### src/rtl/sobel_ctrl_pkg.sv
// Shared sobel project constants: frame geometry, edge threshold and RGB332 output levels.
// The display stage reads PIC_SIZE as its picture size.
package sobel_ctrl_pkg;

  localparam logic [9:0]  IMG_W_C     = 10'd100;
  localparam logic [9:0]  IMG_H_C     = 10'd100;
  localparam logic [10:0] THRESHOLD_C = 11'd300;
  localparam logic [7:0]  EDGE_PIX_C  = 8'hFF;
  localparam logic [7:0]  BACK_PIX_C  = 8'h00;
  localparam int unsigned PIC_SIZE    = (100 - 2) * (100 - 2);

  // Magnitude of an 11-bit signed gradient; |-1020| still fits in 11 bits.
  function automatic logic [10:0] abs11(input logic signed [10:0] v);
    logic signed [10:0] neg;
    neg = -v;
    return v[10] ? 11'(neg) : 11'(v);
  endfunction

endpackage

### src/rtl/sobel_ctrl_if.sv
// Pixel stream in / thresholded pixel stream out between camera side and display side.
interface sobel_ctrl_if;
  logic [7:0] pi_data;
  logic       pi_flag;
  logic [7:0] po_data;
  logic       po_flag;

  modport master (output pi_data, output pi_flag, input po_data, input po_flag);
  modport slave  (input pi_data, input pi_flag, output po_data, output po_flag);
endinterface

### src/rtl/sobel_ctrl_line_buf.sv
// One image line of 8-bit pixels: single write port, asynchronous read.
// Contents are never reset; window gating makes stale data harmless.
module line_buf #(
  parameter int unsigned DEPTH = 100,
  parameter int unsigned AW    = 7
) (
  input  logic          i_clk,
  input  logic          i_we,
  input  logic [AW-1:0] i_addr,
  input  logic [7:0]    i_wdata,
  output logic [7:0]    o_rdata
);

  logic [7:0] r_mem [DEPTH];

  // Write the addressed column on each accepted pixel.
  always_ff @(posedge i_clk) begin
    if (i_we) begin
      r_mem[i_addr] <= i_wdata;
    end
  end

  assign o_rdata = r_mem[i_addr];

endmodule

### src/rtl/sobel_ctrl.sv
// Streaming 3x3 Sobel edge detector: two line buffers feed a shifting window,
// followed by gradient, magnitude and threshold stages (pi_flag to po_flag = 3 edges).
module sobel_ctrl
  import sobel_ctrl_pkg::*;
#(
  parameter logic [9:0]  IMG_W     = IMG_W_C,
  parameter logic [9:0]  IMG_H     = IMG_H_C,
  parameter logic [10:0] THRESHOLD = THRESHOLD_C,
  parameter logic [7:0]  EDGE_PIX  = EDGE_PIX_C,
  parameter logic [7:0]  BACK_PIX  = BACK_PIX_C
) (
  input  logic        sys_clk,
  input  logic        sys_rst_n,
  sobel_ctrl_if.slave bus
);

  localparam int unsigned W_INT = int'(IMG_W);
  localparam int unsigned AW    = (W_INT > 1) ? $clog2(W_INT) : 1;

  logic [9:0]  r_col, r_row, w_col_nxt, w_row_nxt;
  logic        w_col_last, w_row_last, w_win_ok;
  logic [7:0]  w_buf1, w_buf2;
  logic [7:0]  r_win [3][3];
  logic [10:0] w_gx_pos, w_gx_neg, w_gy_pos, w_gy_neg;
  logic signed [10:0] r_gx, r_gy;
  logic [10:0] r_g;
  logic        r_v1, r_v2, r_v3;
  logic [7:0]  r_po_data;
  logic        r_po_flag;

  assign w_col_last = (r_col == IMG_W - 10'd1);
  assign w_row_last = (r_row == IMG_H - 10'd1);
  assign w_win_ok   = bus.pi_flag && (r_row >= 10'd2) && (r_col >= 10'd2);

  // Raster position advance, wrapping into the next frame after the last pixel.
  always_comb begin
    w_col_nxt = r_col;
    w_row_nxt = r_row;
    if (bus.pi_flag) begin
      if (w_col_last) begin
        w_col_nxt = 10'd0;
        w_row_nxt = w_row_last ? 10'd0 : r_row + 10'd1;
      end else begin
        w_col_nxt = r_col + 10'd1;
      end
    end else begin
      w_col_nxt = r_col;
      w_row_nxt = r_row;
    end
  end

  always_ff @(posedge sys_clk or negedge sys_rst_n) begin
    if (!sys_rst_n) begin
      r_col <= 10'd0;
      r_row <= 10'd0;
    end else begin
      r_col <= w_col_nxt;
      r_row <= w_row_nxt;
    end
  end

  // buf1 holds row-1, buf2 holds row-2; both are read before the shared-edge write.
  line_buf #(.DEPTH(W_INT), .AW(AW)) u_buf1 (
    .i_clk(sys_clk), .i_we(bus.pi_flag), .i_addr(r_col[AW-1:0]),
    .i_wdata(bus.pi_data), .o_rdata(w_buf1)
  );
  line_buf #(.DEPTH(W_INT), .AW(AW)) u_buf2 (
    .i_clk(sys_clk), .i_we(bus.pi_flag), .i_addr(r_col[AW-1:0]),
    .i_wdata(w_buf1), .o_rdata(w_buf2)
  );

  // Window shifts left on each pixel; r_win[row][col], row 0 is the oldest line.
  always_ff @(posedge sys_clk or negedge sys_rst_n) begin
    if (!sys_rst_n) begin
      for (int i = 0; i < 3; i++) begin
        for (int j = 0; j < 3; j++) begin
          r_win[i][j] <= 8'h00;
        end
      end
      r_v1 <= 1'b0;
    end else begin
      r_v1 <= w_win_ok;
      if (bus.pi_flag) begin
        for (int i = 0; i < 3; i++) begin
          r_win[i][0] <= r_win[i][1];
          r_win[i][1] <= r_win[i][2];
        end
        r_win[0][2] <= w_buf2;
        r_win[1][2] <= w_buf1;
        r_win[2][2] <= bus.pi_data;
      end
    end
  end

  assign w_gx_pos = {3'b000, r_win[0][2]} + {2'b00, r_win[1][2], 1'b0} + {3'b000, r_win[2][2]};
  assign w_gx_neg = {3'b000, r_win[0][0]} + {2'b00, r_win[1][0], 1'b0} + {3'b000, r_win[2][0]};
  assign w_gy_pos = {3'b000, r_win[0][0]} + {2'b00, r_win[0][1], 1'b0} + {3'b000, r_win[0][2]};
  assign w_gy_neg = {3'b000, r_win[2][0]} + {2'b00, r_win[2][1], 1'b0} + {3'b000, r_win[2][2]};

  // Gradient, magnitude and threshold stages; data regs hold while their valid is low.
  always_ff @(posedge sys_clk or negedge sys_rst_n) begin
    if (!sys_rst_n) begin
      r_gx      <= 11'sd0;
      r_gy      <= 11'sd0;
      r_g       <= 11'd0;
      r_v2      <= 1'b0;
      r_v3      <= 1'b0;
      r_po_flag <= 1'b0;
      r_po_data <= 8'h00;
    end else begin
      r_v2      <= r_v1;
      r_v3      <= r_v2;
      r_po_flag <= r_v3;
      if (r_v1) begin
        r_gx <= $signed(w_gx_pos - w_gx_neg);
        r_gy <= $signed(w_gy_pos - w_gy_neg);
      end
      if (r_v2) begin
        r_g <= abs11(r_gx) + abs11(r_gy);
      end
      if (r_v3) begin
        r_po_data <= (r_g >= THRESHOLD) ? EDGE_PIX : BACK_PIX;
      end
    end
  end

  assign bus.po_data = r_po_data;
  assign bus.po_flag = r_po_flag;

endmodule

### src/flat_wrapper.sv
// flat-port wrapper written by rule: the top's interface ports become plain ports
module sobel_ctrl_flat import sobel_ctrl_pkg::*;
#(
  parameter logic [9:0]  IMG_W     = IMG_W_C,
  parameter logic [9:0]  IMG_H     = IMG_H_C,
  parameter logic [10:0] THRESHOLD = THRESHOLD_C,
  parameter logic [7:0]  EDGE_PIX  = EDGE_PIX_C,
  parameter logic [7:0]  BACK_PIX  = BACK_PIX_C
)
  (sys_clk, sys_rst_n, bus_pi_data, bus_pi_flag, bus_po_data, bus_po_flag);
  sobel_ctrl_if bus_i ();
  input  logic sys_clk;
  input  logic sys_rst_n;
  input wire logic [$bits(bus_i.pi_data)-1:0] bus_pi_data;
  input wire logic [$bits(bus_i.pi_flag)-1:0] bus_pi_flag;
  output wire logic [$bits(bus_i.po_data)-1:0] bus_po_data;
  output wire logic [$bits(bus_i.po_flag)-1:0] bus_po_flag;
  assign bus_i.pi_data = bus_pi_data;
  assign bus_i.pi_flag = bus_pi_flag;
  assign bus_po_data = bus_i.po_data;
  assign bus_po_flag = bus_i.po_flag;
  sobel_ctrl #(.IMG_W(IMG_W), .IMG_H(IMG_H), .THRESHOLD(THRESHOLD), .EDGE_PIX(EDGE_PIX), .BACK_PIX(BACK_PIX)) u_core (.sys_clk(sys_clk), .sys_rst_n(sys_rst_n), .bus(bus_i));
endmodule
### config.mk
export PLATFORM = sky130hd
export DESIGN_NAME = sobel_ctrl_flat
export DESIGN_NICKNAME = d
export VERILOG_FILES = /design/src/rtl/sobel_ctrl_pkg.sv /design/src/rtl/sobel_ctrl_if.sv /design/src/rtl/sobel_ctrl_line_buf.sv /design/src/rtl/sobel_ctrl.sv /design/src/flat_wrapper.sv
export SDC_FILE = /design/constraint.sdc
export NUM_CORES = 2
export LEC_CHECK = 0
export ABC_AREA = 1
export ABC_CLOCK_PERIOD_IN_PS = 5600
export CAP_MARGIN = 10
export CORE_AREA = 2 2 437 439
export DETAILED_ROUTE_END_ITERATION = 10
export DIE_AREA = 0 0 439 441
export SETUP_SLACK_MARGIN = 0.4
export SLEW_MARGIN = 0
export SYNTH_ARGS = -nofsm -noshare
export SYNTH_HDL_FRONTEND = slang
export SYNTH_SLANG_ARGS = --single-unit
### constraint.sdc
create_clock -name sys_clk -period 5.6 [get_ports sys_clk]
set_input_delay 0.84 -clock sys_clk [delete_from_list [all_inputs] [get_ports sys_clk]]
set_output_delay 0.84 -clock sys_clk [all_outputs]
set_load 0.01 [all_outputs]
==> impl_metrics.yaml <==
setup_path:
  crit-reg2reg-launch: "u_core.r_col[0]"
  reg2reg_depth: 13
  crit_arrival_ps: 5230
  crit_fanout: 76
  reg2reg_to: "u_core.u_buf2.r_mem[48][0]"
  critPathKind: "flop to flop"
  required_ps: 6130
  start_kind: "flop"
  ff2ff_setup_slack_ps: 900
  worst_setup_path_end_kind: "flop"
sta:
  slew_violations: 0
  finalHoldViolations: 0
  skew_ps: 45.52
  fin_crit_sh: 0.8398
  finalSetupTns_ps: 0
  fin_crit_ps: 4703
  fmax_mhz: 212.6
  maxSlewHeadroom: 0.1982
  rsz0062_at_grt: "false"
  worst_pin_slew_ps: 1199
  setup_viol: 0
clocking:
  cts_made_buffers: 181
  cts_resized: 0
  cts_tree: "done"
  htree_levels: 4
  clock_path_buffers: 3
  clock-sinks: 1728
  postCtsSetupBuffers: 0
  clk_pin_slew_ps: 60
  hold_buffers: 1
  root_buffer: "clkbuf_16"
  clk-insertion-delay-late_ps: 830
synth:
  synth_mux_area_frac: 0
  synthArstFlopShare: 0.07407
  ys_seq_area_frac: 0.6818
  synthDistinctLibCells: 40
  synth_edf_count: 1600
  ys_warn_count: 0
  synth_simple_gate_area_frac: 0.1628
  synth_xor_area_frac: 0.007573
  synthCells: 6972
  ys_ff_latch: 1728
  synth_top_area_cell: "edfxtp_1"
  synth_compound_area_frac: 0.05618
  synthTopCellsByArea: "edfxtp_1 64%, nand2_1 7.6%, inv_1 4.9%, nor2_1 4.8%, dfrtp_1 4.3%"
  yosys_most_used_dff: "edfxtp_1"
  avgSynthCellArea_um2: 10.78
  synthAdderAreaFrac: 0.02184
  synth_top_family_by_area: "simple AND/OR/NAND/NOR gates"
  yosysTopAreaCellShare: 0.6392
  syn-cell-area_mm2: 0.07517
  syn_nets: 7092
placed_design:
  gp_congestion: 0.8614
  portBuffers: 19
  hpwlAfterDp_mm: 114.6
  placed_area_mm2: 0.07904
floorplanning:
  initial_core_util: 0.3973
  core-area_mm2: 0.1892
  die_area_mm2: 0.1936
  die_h_um: 441
  io_pins: 20
  num_rows: 160
  chipWidth_um: 439
pwr:
  vdd_drop_max_mv: 0.8165
  totalPowerFinal_mw: 45.05
  pwr_density_cell_mw_per_mm2: 531.8
  p_leak_nw: 34.17
layout:
  finalInstanceArea_mm2: 0.08471
  drive_above_1_share: 0.08676
  area_delta_synth_final_pct: 12.70
  nNetsFinal: 7198
  final_common_cell: "edfxtp_1"
  nFillCells: 17329
  layout_common_cells: "1600 x edfxtp_1, 1514 x nand2_1, 974 x inv_1"
drt:
  route.detailed.drc: 0
  drtAntennaViolNets: 0
  post_drt_wl_per_cell_um: 20.16
  drt_first_pass_iters: 5
  wirelength_mm: 196.3
  vias_per_cell: 5.003
  drt_iter0_drc: 4569
  vias: 48729
outcome:
  status: "complete, no violations"
worst_hold_path:
  hold_start: "u_core.r_v3"
  hold_path_depth: 0
  hold_class: "flop to flop"
  min_to: "u_core.bus.po_flag"
grt:
  grt_first_pass_wirelength_mm: 293.9
  grt_usage: 0.2017
  grt_max_degree: 148
  first_global_vias: 46482
  antenna_found_initial: 6
  globalRoute.totalOverflow: 0
run:
  maxCapViolCount: 0
per-layer routing:
metal | share of wire | global-route usage | up-vias
li1 | - | - | 23198
met2 | 0.46 | 0.3253 | 1552
met4 | 0.033 | 0.07183 | 0
met5 | 0 | 0 | -
met1 | 0.44 | 0.2780 | 23676
met3 | 0.066 | 0.02989 | 303
through the flow:
step | utilization | hold WS, ps | setup slack, ps | instances
2_1_floorplan | - | 351.9 | 1889 | 6972
3_3_place_gp | 0.4178 | 392.1 | 1063 | 9404
3_5_place_dp | 0.4178 | 407.9 | 1053 | 9404
4_1_cts | 0.4477 | 379.0 | 1008 | 9737
5_1_grt | 0.4478 | 426.4 | 765.2 | 9739
6_report | 0.4478 | 403.0 | 897.0 | 9739
power breakdown:
part / leakage, nW / switching (mW) / internal (mW) / total, mW
Clock: 2.78 / 5.07 / 6.47 / 11.5
Combinational: 15.4 / 11.6 / 4.99 / 16.5
Sequential: 16.0 / 0.369 / 16.6 / 17.0
Total: 34.2 / 17.0 / 28.1 / 45.0
worst max-delay path, cell delays in order, from the launching register on:
cell,delay (ps)
dfrtp_4,680
inv_8,570
buf_12,290
buf_4,300
nand2_1,80
nand3_1,90
nand2_1,50
o21ai_0,230
nand2_1,120
nor2_1,400
nor2_1,130
nor2_1,360
nand2_4,550
buf_4,420
synthesized netlist by cell type, types with 6 or more instances:
master,count
nor2_1,968
xnor2_1,22
a31oi_1,11
o22ai_1,12
inv_1,978
xor2_1,43
buf_2,173
buf_1,16
a21oi_1,61
nand2_1,1523
nand3_1,377
o21ai_1,74
buf_4,21
or2_2,102
inv_2,6
clkbuf_1,108
o21ai_0,364
nor3_1,11
o211ai_1,193
ha_1,72
dfrtp_1,128
edfxtp_1,1600
or2_0,10
fa_1,37
nand4_1,24
cells by family (layout without fill, tap and decap cells):
logic type	count (synthesis)	in the layout
and+or+nand+nor	3028	3028
DFF	1728	1728
buffers and inverters	1310	1565
AOI/OAI and AO/OA	732	732
adders and majority gates	109	109
xor gates and xnor gates	65	65
other	0	1
sequential cells by signal (all words and copies together) (netlist names):
signal               cells
u_core.r_gx             11
u_core.r_v1              1
u_core.r_col            10
u_core.r_gy             11
u_core.r_v2              1
u_core.r_g               9
u_core.u_buf2.r_mem    800
u_core.u_buf1.r_mem    800
u_core.bus.po_flag       1
u_core.r_row            10
u_core.r_v3              1
u_core.bus.po_data       1
u_core.r_win            72
worst max path at each step:
stage	slack, ps	to	depth (start not counted)	start
3_5_place_dp	1050	u_core.u_buf2.r_mem[72][0]	13	u_core.r_col[0]
3_3_place_gp	1060	u_core.u_buf2.r_mem[61][7]	12	u_core.r_col[0]
4_1_cts	1010	u_core.u_buf2.r_mem[53][0]	13	u_core.r_col[0]
6_report	900	u_core.u_buf2.r_mem[48][0]	13	u_core.r_col[0]
2_1_floorplan	1890	u_core.r_gx[10]	19	u_core.r_win[49]
5_1_grt	770	u_core.u_buf2.r_mem[53][0]	13	u_core.r_col[0]
final cells by class:
| class | count | area [um^2] | area share |
|---|---|---|---|
| antenna | 1 | 2.502 | 0.00002954 |
| clock buffer | 216 | 4703 | 0.05552 |
| clock inverter | 116 | 953.4 | 0.01125 |
| inverter | 987 | 3712 | 0.04382 |
| multi-input combinational | 3934 | 18810 | 0.2220 |
| sequential | 1728 | 51250 | 0.6050 |
| tap | 2511 | 3142 | 0.03709 |
| timing repair buffer | 246 | 2138 | 0.02524 |
Power figures use the tool's default switching activity.
